`src/rtl/present_la_sequencer_pkg.sv`:
```
// rtl/present_la_sequencer_pkg.sv - shared types and constants for the PRESENT LA sequencer
package present_pkg;

  localparam int KEY_W_DEF = 80;
  localparam int BLK_W_DEF = 64;

  typedef enum logic [1:0] {
    IDLE  = 2'd0,
    START = 2'd1,
    WAIT  = 2'd2,
    DONE  = 2'd3
  } state_t;

  localparam logic [2:0] ADDR_KEY0 = 3'd0;
  localparam logic [2:0] ADDR_KEY1 = 3'd1;
  localparam logic [2:0] ADDR_KEY2 = 3'd2;
  localparam logic [2:0] ADDR_PT0  = 3'd3;
  localparam logic [2:0] ADDR_PT1  = 3'd4;
  localparam logic [2:0] ADDR_CTRL = 3'd7;

  localparam logic [1:0] RD_CT_LO  = 2'd0;
  localparam logic [1:0] RD_CT_HI  = 2'd1;
  localparam logic [1:0] RD_STATUS = 2'd2;
  localparam logic [1:0] RD_DBG    = 2'd3;

  localparam int STAT_BUSY    = 31;
  localparam int STAT_DONE    = 30;
  localparam int STAT_TIMEOUT = 29;
  localparam int STAT_ERR     = 28;

  localparam int CMD_WR_BIT    = 35;
  localparam int CMD_START_BIT = 36;

endpackage

```
`src/rtl/present_la_sequencer_edge_det.sv`:
```
// rtl/present_la_sequencer_edge_det.sv - single-bit rising-edge detector
module la_edge_det (
  input  logic clk,
  input  logic rst,
  input  logic din,
  output logic pulse
);

  logic din_q;

  always_ff @(posedge clk or posedge rst) begin
    if (rst) begin
      din_q <= 1'b0;
    end else begin
      din_q <= din;
    end
  end

  // Level held high yields exactly one pulse, on the first cycle it is seen.
  assign pulse = din & ~din_q;

endmodule

```
`src/rtl/present_la_sequencer.sv`:
```
// rtl/present_la_sequencer.sv - LA command decode, key/pt assembly and launch/timeout sequencing
module present_la_sequencer
  import present_pkg::*;
#(
  parameter int KEY_W       = KEY_W_DEF,
  parameter int BLK_W       = BLK_W_DEF,
  parameter int TIMEOUT_CYC = 63,
  parameter int CNT_W       = 16
) (
  input  logic              wb_clk_i,
  input  logic              wb_rst_i,
  input  logic [38:0]       la_data_in,
  output logic [31:0]       la_data_out,
  output logic [KEY_W-1:0]  core_key,
  output logic [BLK_W-1:0]  core_pt,
  output logic              core_start,
  input  logic              core_done,
  input  logic [BLK_W-1:0]  core_ct,
  output logic              busy
);

  localparam int TCNT_W = $clog2(TIMEOUT_CYC + 1);
  localparam logic [TCNT_W-1:0] TCNT_MAX = TCNT_W'(TIMEOUT_CYC);

  logic [31:0]       cmd_data;
  logic [2:0]        cmd_addr;
  logic [1:0]        rd_sel;
  logic              wr_evt;
  logic              start_evt;

  state_t            state;
  state_t            state_nxt;
  logic [TCNT_W-1:0] tcnt;
  logic [KEY_W-1:0]  key_q;
  logic [BLK_W-1:0]  pt_q;
  logic [BLK_W-1:0]  ct_q;
  logic [CNT_W-1:0]  op_cnt;
  logic              done_q;
  logic              timeout_q;
  logic              err_q;

  logic              op_done;
  logic              op_timeout;
  logic              launch;
  logic              err_set;
  logic              err_clr;
  logic              bad_addr;
  logic [CNT_W+15:0] op_cnt_ext;
  logic [15:0]       op_cnt_rd;
  logic [31:0]       rd_word;

  assign cmd_data = la_data_in[31:0];
  assign cmd_addr = la_data_in[34:32];
  assign rd_sel   = la_data_in[38:37];

  la_edge_det u_wr_edge (
    .clk   (wb_clk_i),
    .rst   (wb_rst_i),
    .din   (la_data_in[CMD_WR_BIT]),
    .pulse (wr_evt)
  );

  la_edge_det u_start_edge (
    .clk   (wb_clk_i),
    .rst   (wb_rst_i),
    .din   (la_data_in[CMD_START_BIT]),
    .pulse (start_evt)
  );

  always_ff @(posedge wb_clk_i or posedge wb_rst_i) begin
    if (wb_rst_i) begin
      state <= IDLE;
    end else begin
      state <= state_nxt;
    end
  end

  always_comb begin
    state_nxt  = state;
    core_start = 1'b0;
    busy       = 1'b0;
    case (state)
      IDLE, DONE: begin
        if (start_evt) begin
          state_nxt = START;
        end
      end
      START: begin
        core_start = 1'b1;
        busy       = 1'b1;
        state_nxt  = WAIT;
      end
      WAIT: begin
        busy = 1'b1;
        if (core_done || tcnt == TCNT_MAX) begin
          state_nxt = DONE;
        end
      end
      default: state_nxt = IDLE;
    endcase
  end

  // A completion landing on the last timeout cycle counts as done, not timeout.
  assign op_done    = (state == WAIT) && core_done;
  assign op_timeout = (state == WAIT) && !core_done && (tcnt == TCNT_MAX);
  assign launch     = start_evt && !busy;

  always_ff @(posedge wb_clk_i or posedge wb_rst_i) begin
    if (wb_rst_i) begin
      tcnt <= '0;
    end else if (state == START) begin
      tcnt <= '0;
    end else if (state == WAIT) begin
      tcnt <= tcnt + 1'b1;
    end
  end

  // Key/pt only change outside START/WAIT, so the core sees them stable.
  always_ff @(posedge wb_clk_i or posedge wb_rst_i) begin
    if (wb_rst_i) begin
      key_q <= '0;
      pt_q  <= '0;
    end else if (wr_evt && !busy) begin
      case (cmd_addr)
        ADDR_KEY0: key_q[31:0]  <= cmd_data;
        ADDR_KEY1: key_q[63:32] <= cmd_data;
        ADDR_KEY2: key_q[79:64] <= cmd_data[15:0];
        ADDR_PT0:  pt_q[31:0]   <= cmd_data;
        ADDR_PT1:  pt_q[63:32]  <= cmd_data;
        default: ;
      endcase
    end
  end

  assign bad_addr = (cmd_addr > ADDR_PT1) &&
                    !((cmd_addr == ADDR_CTRL) && cmd_data[0]);
  assign err_set  = (wr_evt && (busy || bad_addr)) || (start_evt && busy);
  assign err_clr  = wr_evt && !busy && (cmd_addr == ADDR_CTRL) && cmd_data[0];

  always_ff @(posedge wb_clk_i or posedge wb_rst_i) begin
    if (wb_rst_i) begin
      err_q <= 1'b0;
    end else if (err_set) begin
      err_q <= 1'b1;
    end else if (err_clr) begin
      err_q <= 1'b0;
    end
  end

  always_ff @(posedge wb_clk_i or posedge wb_rst_i) begin
    if (wb_rst_i) begin
      done_q    <= 1'b0;
      timeout_q <= 1'b0;
      ct_q      <= '0;
      op_cnt    <= '0;
    end else if (launch) begin
      done_q    <= 1'b0;
      timeout_q <= 1'b0;
    end else if (op_done) begin
      done_q    <= 1'b1;
      ct_q      <= core_ct;
      op_cnt    <= op_cnt + 1'b1;
    end else if (op_timeout) begin
      timeout_q <= 1'b1;
    end
  end

  assign op_cnt_ext = {16'b0, op_cnt};
  assign op_cnt_rd  = op_cnt_ext[15:0];

  always_comb begin
    rd_word = '0;
    case (rd_sel)
      RD_CT_LO:  rd_word = ct_q[31:0];
      RD_CT_HI:  rd_word = ct_q[63:32];
      RD_STATUS: rd_word = {busy, done_q, timeout_q, err_q, 12'b0, op_cnt_rd};
      RD_DBG:    rd_word = {13'b0, state, 1'b0, key_q[79:64]};
      default:   rd_word = '0;
    endcase
  end

  always_ff @(posedge wb_clk_i or posedge wb_rst_i) begin
    if (wb_rst_i) begin
      la_data_out <= '0;
    end else begin
      la_data_out <= rd_word;
    end
  end

  assign core_key = key_q;
  assign core_pt  = pt_q;

endmodule

```
`config.mk`:
```
export PLATFORM = sky130hd
export DESIGN_NAME = present_la_sequencer
export DESIGN_NICKNAME = d
export VERILOG_FILES = /design/src/rtl/present_la_sequencer_pkg.sv /design/src/rtl/present_la_sequencer_edge_det.sv /design/src/rtl/present_la_sequencer.sv
export SDC_FILE = /design/constraint.sdc
export NUM_CORES = 1
export LEC_CHECK = 0
export CORE_AREA = 5 5 153 155
export DETAILED_ROUTE_END_ITERATION = 8
export DIE_AREA = 0 0 158 160
export DONT_BUFFER_PORTS = 1
export HOLD_SLACK_MARGIN = 0.1
export PLACE_DENSITY = 0.62
export RECOVER_POWER = 50
export SYNTH_ARGS = -nofsm -noshare
export SYNTH_HDL_FRONTEND = slang
export SYNTH_HIERARCHICAL = 1
export SYNTH_SLANG_ARGS = --single-unit
```
`constraint.sdc`:
```
create_clock -name wb_clk_i -period 14.9 [get_ports wb_clk_i]
set_input_delay 2.235 -clock wb_clk_i [delete_from_list [all_inputs] [get_ports wb_clk_i]]
set_output_delay 2.235 -clock wb_clk_i [all_outputs]
set_load 0.05 [all_outputs]
```
-- Yosys cells after proc, flatten, opt, wreduce, memory -nomap -nowiden
Index checks and enable logic that the tools add are counted.
- flip-flop bits (word level): 269
- bits of input ports: 106
- logic and storage cells: 87
- output and inout bits: 178
- reduce and logical (&&, ||, !) cells: 34
- eq/ne operators: 15
- bitwise gates (word level): 5
- order comparisons: 1
- $add $sub $neg: 2
- multiplexer cells: 15
- operators by type and width (cell ; number):
    $pmux 32 s4 ; 1
    $add 16x1->16 const B ; 1
    $reduce_and 2->1 ; 8
    $mux 6 ; 2
    $logic_and 1x1->1 ; 11
    $mux 1 ; 9
    $eq 2x2->1 const B ; 4
    $reduce_bool 2->1 ; 4
    $add 6x1->6 const B ; 1
    $eq 3x2->1 const B ; 2
    $eq 3x3->1 const B ; 2
    $eq 6x6->1 const B ; 1
    $pmux 2 s3 ; 1
    $eq 2x1->1 const B ; 2
    $logic_not 2->1 ; 2
    $mux 2 ; 2
    $ne 2x2->1 const B ; 2
    $reduce_or 2->1 ; 2
    $eq 3x1->1 const B ; 1
    $gt 3x3->1 const B ; 1
    $logic_not 1->1 ; 3
    $logic_not 3->1 ; 1
    $logic_or 1x1->1 ; 3
    $not 1->1 ; 3
    other kinds (2) ; 3

-- Logic depth before layout (Yosys ltp)
Gate-level depths: netlist (run 1).
- depth after elaboration: 9
- depth in mapped cells: 8
- gate-level depth less buffers: 6

-- Hierarchy
The synthesis (run 1) kept the hierarchy.
- by module, submodules not included (module ; area each (µm²) ; cells each ; instances ; seq. area each (µm²)):
    present_la_sequencer ; 10657.7 ; 663 ; 1 ; 6681.4
    la_edge_det ; 42.5 ; 3 ; 2 ; 25.0

-- Worst setup path before layout (run 1)
Ideal clock, no wire load.
- path kind: input to register
- from: input la_data_in[33]
- to: register key_q[0] (netlist: core_key[0])
- library setup time: 0.125 ns
- arrival: 3.448 ns
- data required time: 14.775 ns
- path buffers: 2
- cell stages on the path: 5
- setup slack: 11.327 ns
- path through: nand2b_4 or4b_1 buf_6 buf_12 mux2_4
- longest elaborated chain between the ends: 2
- RTL lines (item ; line ; RTL):
    start, declared ; present_la_sequencer.sv:12 ; input logic [38:0] la_data_in,
    $logic_not 3->1 ; present_la_sequencer.sv:124 ; case (cmd_addr)
    $reduce_and 2->1 (no source line) ; -- ;
    end signal, assigned ; present_la_sequencer.sv:125 ; ADDR_KEY0: key_q[31:0] <= cmd_data;
    end, declared ; present_la_sequencer.sv:34 ; logic [KEY_W-1:0] key_q;
No other way between the ends.
A chain may end at the register's enable or synchronous reset.

==> results by group, run 1 <==
Outcome
  • Status: finished with violations
  • Failing checks: capacitance limit, slew limit

Synth
  • Post-synth top area share: 62.7%
  • Seq/Total Area, Yosys: 62.7%
  • Synth Cell Area: 0.0107 mm2
  • Yosys cell types: 35
  • Post-synth top flop: dfrtp_1
  • Synth Net Count: 780
  • Ys async rst share: 100%
  • Cells after synthesis: 669
  • Flops & latches, synth: 269
  • Syn Area/Cell: 16.1 um2
  • Top post-synthesis cells by count: dfrtp_1, mux2_2, mux2_4
  • Synth area leader: dfrtp_1
  • Post-synth EDFFs: 0
  • Top-count cell post-synth: dfrtp_1
  • Top cells by area, synth: dfrtp_1, mux2_2, mux2_4
  • Warnings, synthesis: 6

Power and ir drop
  • Sequential group share of total power: 64.2%
  • Switching power: 1.46 mW
  • Power Dens Cells: 271 mW/mm2
  • Leakage: 5.33 nW
  • Clock Power Share: 21.0%
  • VDD IR max: 0.000131 V
  • Comb pwr share: 14.8%
  • P_int: 1.73 mW
  • Sw frac: 45.8%

Detailed routing
  • DR vias/cell: 5.68
  • DR iter-0 viols: 261
  • WL per Instance: 24.6 um
  • Pre-antenna DRT Iters: 4
  • Routed WL: 24000 um
  • DRC viols: 0
  • Vias: 5547
  • Remaining antenna violation count: 0

Layout
  • Layout area overhead: 9.71%
  • Final core occ: 54.3%
  • Fill count: 1737
  • Layout net count: 784
  • Layout cell share with drive strength beyond 1: 39.5%
  • Post-route design area: 0.0118 mm2

Clock tree
  • Clock root cell: clkbuf_16
  • CTS H-tree lvls: 1
  • Post-CTS Setup Bufs: 0
  • CTS Buffer Depth: 3
  • Clock latency on the worst-skew pair: 0.54 ns
  • CTS buffer count: 28
  • Cts hold-fix bufs: 0
  • Sink Count: 269
  • Post-CTS sizing: 0
  • TritonCTS clock tree: done
  • CTS clk-pin slew, worst paths: 0.06 ns

STA
  • Worst slew margin: -233%
  • RSZ-0062 raised after global routing: no
  • Period utilization: 43.0%
  • F_max: 0.156 GHz
  • Least-Margin Pin Slew: 4.96 ns
  • Post-route setup TNS: 0 ns
  • Final setup skew: 0.0218 ns
  • Final setup viols: 0
  • Slew Viols, Final: 152
  • Endpoints failing hold: 0
  • Final min period: 6.40 ns

Die
  • Die X: 158 um
  • Starting Density: 49.5%
  • Die height: 160 um
  • Full die area: 0.0253 mm2
  • # rows: 54
  • Core area: 0.0217 mm2
  • # IOs: 284

Flow run
  • Max-Cap Viols: 2

Global routing
  • Largest net degree at the start of global routing: 118
  • Congestion Overflow GR: 0
  • Initial antenna violation count: 8
  • First-pass GRT wire length: 36900 um
  • Total GRT Usage: 18.6%
  • Number of global-route vias before repair: 6110

Placement
  • Gp weighted congestion: 0.772
  • Hpwl dp: 16500 um
  • Placed cell area: 0.0110 mm2
  • Port Buf Inserts: 0

Worst setup path
  • CP Max Fanout: 117
  • Worst Path Arrival: 6.98 ns
  • Worst Setup Start Kind: input port
  • Setup CP Type: in -> async
  • Critical Path End Type: asynchronous set/reset pin
  • Req. time, crit path: 15.48 ns

Worst hold path
  • HP Class: reg -> reg
## power by group through the flow
stage / Combinational (mW) / Clock [mW] / Sequential [mW]
after floorplan: 0.438 / 0 / 1.97
after global placement: 0.464 / 0 / 2.06
after detailed placement: 0.491 / 0 / 2.07
after CTS: 0.492 / 0.691 / 2.06
after global routing: 0.523 / 0.721 / 2.09
final: 0.472 / 0.672 / 2.05
## critical path, stage by stage
cell and delay (ns):
clkinvlp_2 2.70, buf_4 1.16, buf_4 0.77
## sequential cells by signal, indices dropped and copies added, names as in the netlist, 2 cells and up
register     count
ct_q            64
core_pt         64
state            2
op_cnt          16
la_data_out     32
tcnt             6
core_key        80
## final cells by class
| class | instances | area (um2) | area share [%] |
|---|---|---|---|
| timing repair buffer | 7 | 41.3 | 0.350 |
| clock inverter | 12 | 103 | 0.870 |
| multi-input combinational | 361 | 3730 | 31.6 |
| tap | 280 | 350 | 2.97 |
| clock buffer | 39 | 802 | 6.80 |
| antenna | 3 | 7.51 | 0.0637 |
| sequential | 269 | 6730 | 57.1 |
| inverter | 6 | 23.8 | 0.202 |
## path summary, 6_finish.rpt
path                                start                  to  slack (ns)  cells past startpoint
setup / recovery                 wb_rst_i          op_cnt[12]        8.50                      3
hold / removal                     done_q              done_q        0.48                      1
setup reg to reg                 state[0]            ct_q[37]       10.10                      5
hold reg to reg                    done_q              done_q        0.48                      1
max in group wb_clk_i      la_data_in[36]            ct_q[37]        9.25                      4
min in group asynchronous        wb_rst_i  u_start_edge/din_q        1.42                      1
## layer usage
metal | wire length [um] | vias up | global-route usage, % | share of wire, %
li1 | - | 2399 | - | -
met1 | 8780 | 2880 | 21.6 | 37
met2 | 12100 | 210 | 31.7 | 50
met3 | 2600 | 48 | 7.74 | 11
met4 | 472 | 10 | 4.89 | 2.0
met5 | 81 | - | 0 | 0.34
## cells by family (layout without fill, tap and decap cells)
group	after synthesis	after routing	synth area share, %
multiplexers	246	246	28.3
flip-flops	269	269	62.7
XOR/XNOR	15	15	1.22
buffers and inverters	39	64	2.21
adder cells (fa/ha/maj)	5	5	0.582
other	0	3	0
AND/OR/NAND/NOR	72	72	3.76
AO/OA/AOI/OAI	23	23	1.26
## placed cells by master (no fill, tap or decap), types with 5 or more instances in the layout
cell type	instances
a21oi_1	6
clkbuf_1	8
clkbuf_16	28
clkbuf_8	6
clkinv_2	8
dfrtp_1	269
ha_1	5
inv_1	5
mux2_1	10
mux2_2	182
mux2_4	20
mux2i_1	18
mux4_2	16
nand2_1	16
nand3_1	7
nand4_1	9
nor2_1	18
o21ai_0	12
xnor2_1	14
## metrics by stage
stage | hold WS, ns | total power, mW | std cells | setup WS (ns)
detailed placement | 0.467 | 2.56 | 922 | 10.18
finish | 0.479 | 3.19 | 977 | 8.50
global placement | 0.462 | 2.52 | 922 | 10.28
CTS | 0.482 | 3.24 | 973 | 10.40
floorplan | 0.441 | 2.41 | 669 | 5.31
global route | 0.501 | 3.34 | 976 | 7.38
(Power assumes the default switching activity.)
==> run 2, diff against run 1 <==
Settings changed: PLACE_DENSITY 0.62 to 0.65.
Clock period 14.9 ns to 5.4 ns, I/O delays scaled along.
==> run 2 against run 1 <==
The run still ends with capacitance limit, slew limit left; first-iteration DRC count fell by 27%; highest routed layer unchanged; critical path type unchanged; final area rose by 1.4%; sequential cell count did not move; cell count rose by 0.20%; largest power group unchanged; count of clock-buffer cells in the layout rose by 4; register-to-register slack got worse by 8.2 ns; clock skew fell by 0.012 ns; largest cell class unchanged; via count barely moved.
==> results by group, run 2 (synthesis results as in run 1) <==
Worst setup path
  • Setup CP Type: in -> async (unchanged)
  • Critical Path End Type: asynchronous set/reset pin (unchanged)
  • Worst Path Arrival: 3.67 ns (was 6.98 ns)
  • Worst Setup Start Kind: input port (unchanged)
  • Crit path max-delay cell type: clkbuf_1 (was clkinvlp_2)
  • Worst reg2reg path depth: 6 (was 5)
  • Req. time, crit path: 5.52 ns (was 15.48 ns)
  • Critical path, cell by cell: dlygate4sd3_1 > clkinvlp_2 > clkbuf_1 (was clkinvlp_2 > buf_4 > buf_4)
  • CP Max Fanout: 48 (was 117)
  • Worst r2r dst: op_cnt[7] (was ct_q[37])
  • Max stage delay on crit path: 1.82 ns (was 2.70 ns)
  • FF-to-FF Start: state[0] (unchanged)
  • Flop2flop setup slack: 1.92 ns (was 10.10 ns)

Placement
  • Gp weighted congestion: 0.776 (was 0.772)
  • Hpwl dp: 17000 um (was 16500 um)
  • Port Buf Inserts: 0 (unchanged)

Layout
  • Layout net count: 788 (was 784)
  • Fill count: 1705 (was 1737)
  • Max reg flops: 80 (unchanged)
  • Final core occ: 55.1% (was 54.3%)
  • Commonest non-fill, non-tap cell in the layout: dfrtp_1 (unchanged)
  • Layout cell share with drive strength beyond 1: 41.5% (was 39.5%)
  • Layout area overhead: 11.3% (was 9.71%)
  • Most frequent cells in the layout: dfrtp_1, mux2_2, mux2_4 (was dfrtp_1, mux2_2, clkbuf_16)

Clock tree
  • Post-CTS Setup Bufs: 0 (unchanged)
  • CTS H-tree lvls: 1 (unchanged)
  • CTS buffer count: 29 (was 28)
  • Clock root cell: clkbuf_16 (unchanged)
  • Clock latency on the worst-skew pair: 0.55 ns (was 0.54 ns)
  • CTS Buffer Depth: 3 (unchanged)
  • TritonCTS clock tree: done (unchanged)
  • CTS clk-pin slew, worst paths: 0.06 ns (about the same)
  • Sink Count: 269 (unchanged)

Flow run
  • Max-Cap Viols: 3 (was 2)

Outcome
  • Status: finished with violations (unchanged)
  • Failing checks: capacitance limit, slew limit (unchanged)

STA
  • Final setup skew: 0.00993 ns (was 0.0218 ns)
  • Endpoints failing hold: 0 (unchanged)
  • Final min period: 3.55 ns
  • RSZ-0062 raised after global routing: no (unchanged)
  • Post-route setup TNS: 0 ns (unchanged)
  • Worst slew margin: -67.4% (was -233%)
  • Slew Viols, Final: 158 (was 152)
  • Final setup viols: 0 (unchanged)
  • Period utilization: 65.7%
  • Least-Margin Pin Slew: 2.51 ns (was 4.96 ns)
  • F_max: 0.282 GHz

Worst hold path
  • HP Class: in -> reg (was reg -> reg)
  • Hold path depth: 0 (was 1)
  • Worst Hold End: u_wr_edge/din_q (was done_q)
  • Hold Path Origin: la_data_in[35] (was done_q)

Die
  • Die X: 158 um (unchanged)
  • Core area: 0.0217 mm2 (unchanged)
  • # rows: 54 (unchanged)
  • Die height: 160 um (unchanged)
  • Full die area: 0.0253 mm2 (unchanged)
  • # IOs: 284 (unchanged)
  • Starting Density: 49.5% (unchanged)

Detailed routing
  • Routed WL: 24300 um (was 24000 um)
  • Vias: 5544 (was 5547)
  • DR iter-0 viols: 190 (was 261)
  • Remaining antenna violation count: 0 (unchanged)
  • DRC viols: 0 (unchanged)
  • Pre-antenna DRT Iters: 4 (unchanged)
  • WL per Instance: 24.8 um (was 24.6 um)
  • DR vias/cell: 5.66 (was 5.68)

Global routing
  • First-pass GRT wire length: 37400 um (was 36900 um)
  • Initial antenna violation count: 6 (was 8)
  • Total GRT Usage: 18.8% (was 18.6%)
  • Largest net degree at the start of global routing: 86 (was 118)
  • Number of global-route vias before repair: 6222 (was 6110)
  • Congestion Overflow GR: 0 (unchanged)

Power and ir drop
  • VDD IR max: 0.000349 V (was 0.000131 V)
  • Leakage: 5.44 nW (was 5.33 nW)
  • Pwr Total: 9.02 mW (was 3.19 mW)
  • Power Dens Cells: 755 mW/mm2 (was 271 mW/mm2)
## run 2: report_power, final
group          internal, mW  total [mW]  switching, mW
Combinational         0.858        1.34          0.484
Sequential             2.86        5.67           2.81
Clock                  1.23        2.01          0.782
## run 2: what timing repair did
action / CTS / global route
resized for setup: 0 / 0
hold buffers: 1 / 0
hold endpoints to repair: 13 / 0
## run 2: layout make-up
type	instances	area (um2)	share of cell area (%)
antenna	2	5.00	0.0419
tap	280	350	2.93
multi-input combinational	361	3790	31.7
clock buffer	43	848	7.10
sequential	269	6730	56.3
timing repair buffer	10	67.6	0.565
clock inverter	8	139	1.16
inverter	6	23.8	0.199
## run 2: per-layer routing
layer	global-route usage (%)	wire, um	up-vias
met3	8.31	2790	54
met5	0	54	-
met4	4.89	531	10
li1	-	-	2390
met1	22.2	9120	2855
met2	31.5	11800	235
## run 2: metrics by stage
step                hold WS [ns]  instance area (um2)  std cells  setup WS, ns
finish                     0.288                12000        979          1.85
global route               0.265                12000        978          1.13
CTS                        0.262                12000        977          2.08
detailed placement         0.472                11000        925          2.10
global placement           0.459                11000        925          2.22
floorplan                  0.441                10700        669          1.06
## run 2: worst max path at each step
| stage | end | slack [ns] | from | depth (start not counted) |
|---|---|---|---|---|
| after floorplan | core_key[0] | 1.06 | wb_rst_i | 1 |
| after global placement | core_pt[61] | 2.22 | state[0] | 6 |
| after detailed placement | core_pt[57] | 2.10 | state[0] | 6 |
| after CTS | core_pt[57] | 2.08 | state[0] | 6 |
| after global routing | core_key[12] | 1.13 | wb_rst_i | 3 |
| final | core_key[12] | 1.85 | wb_rst_i | 3 |
## run 2: critical path: cells and delay by family
family,cells,cell delay (ns)
buffers and inverters,3,2.82
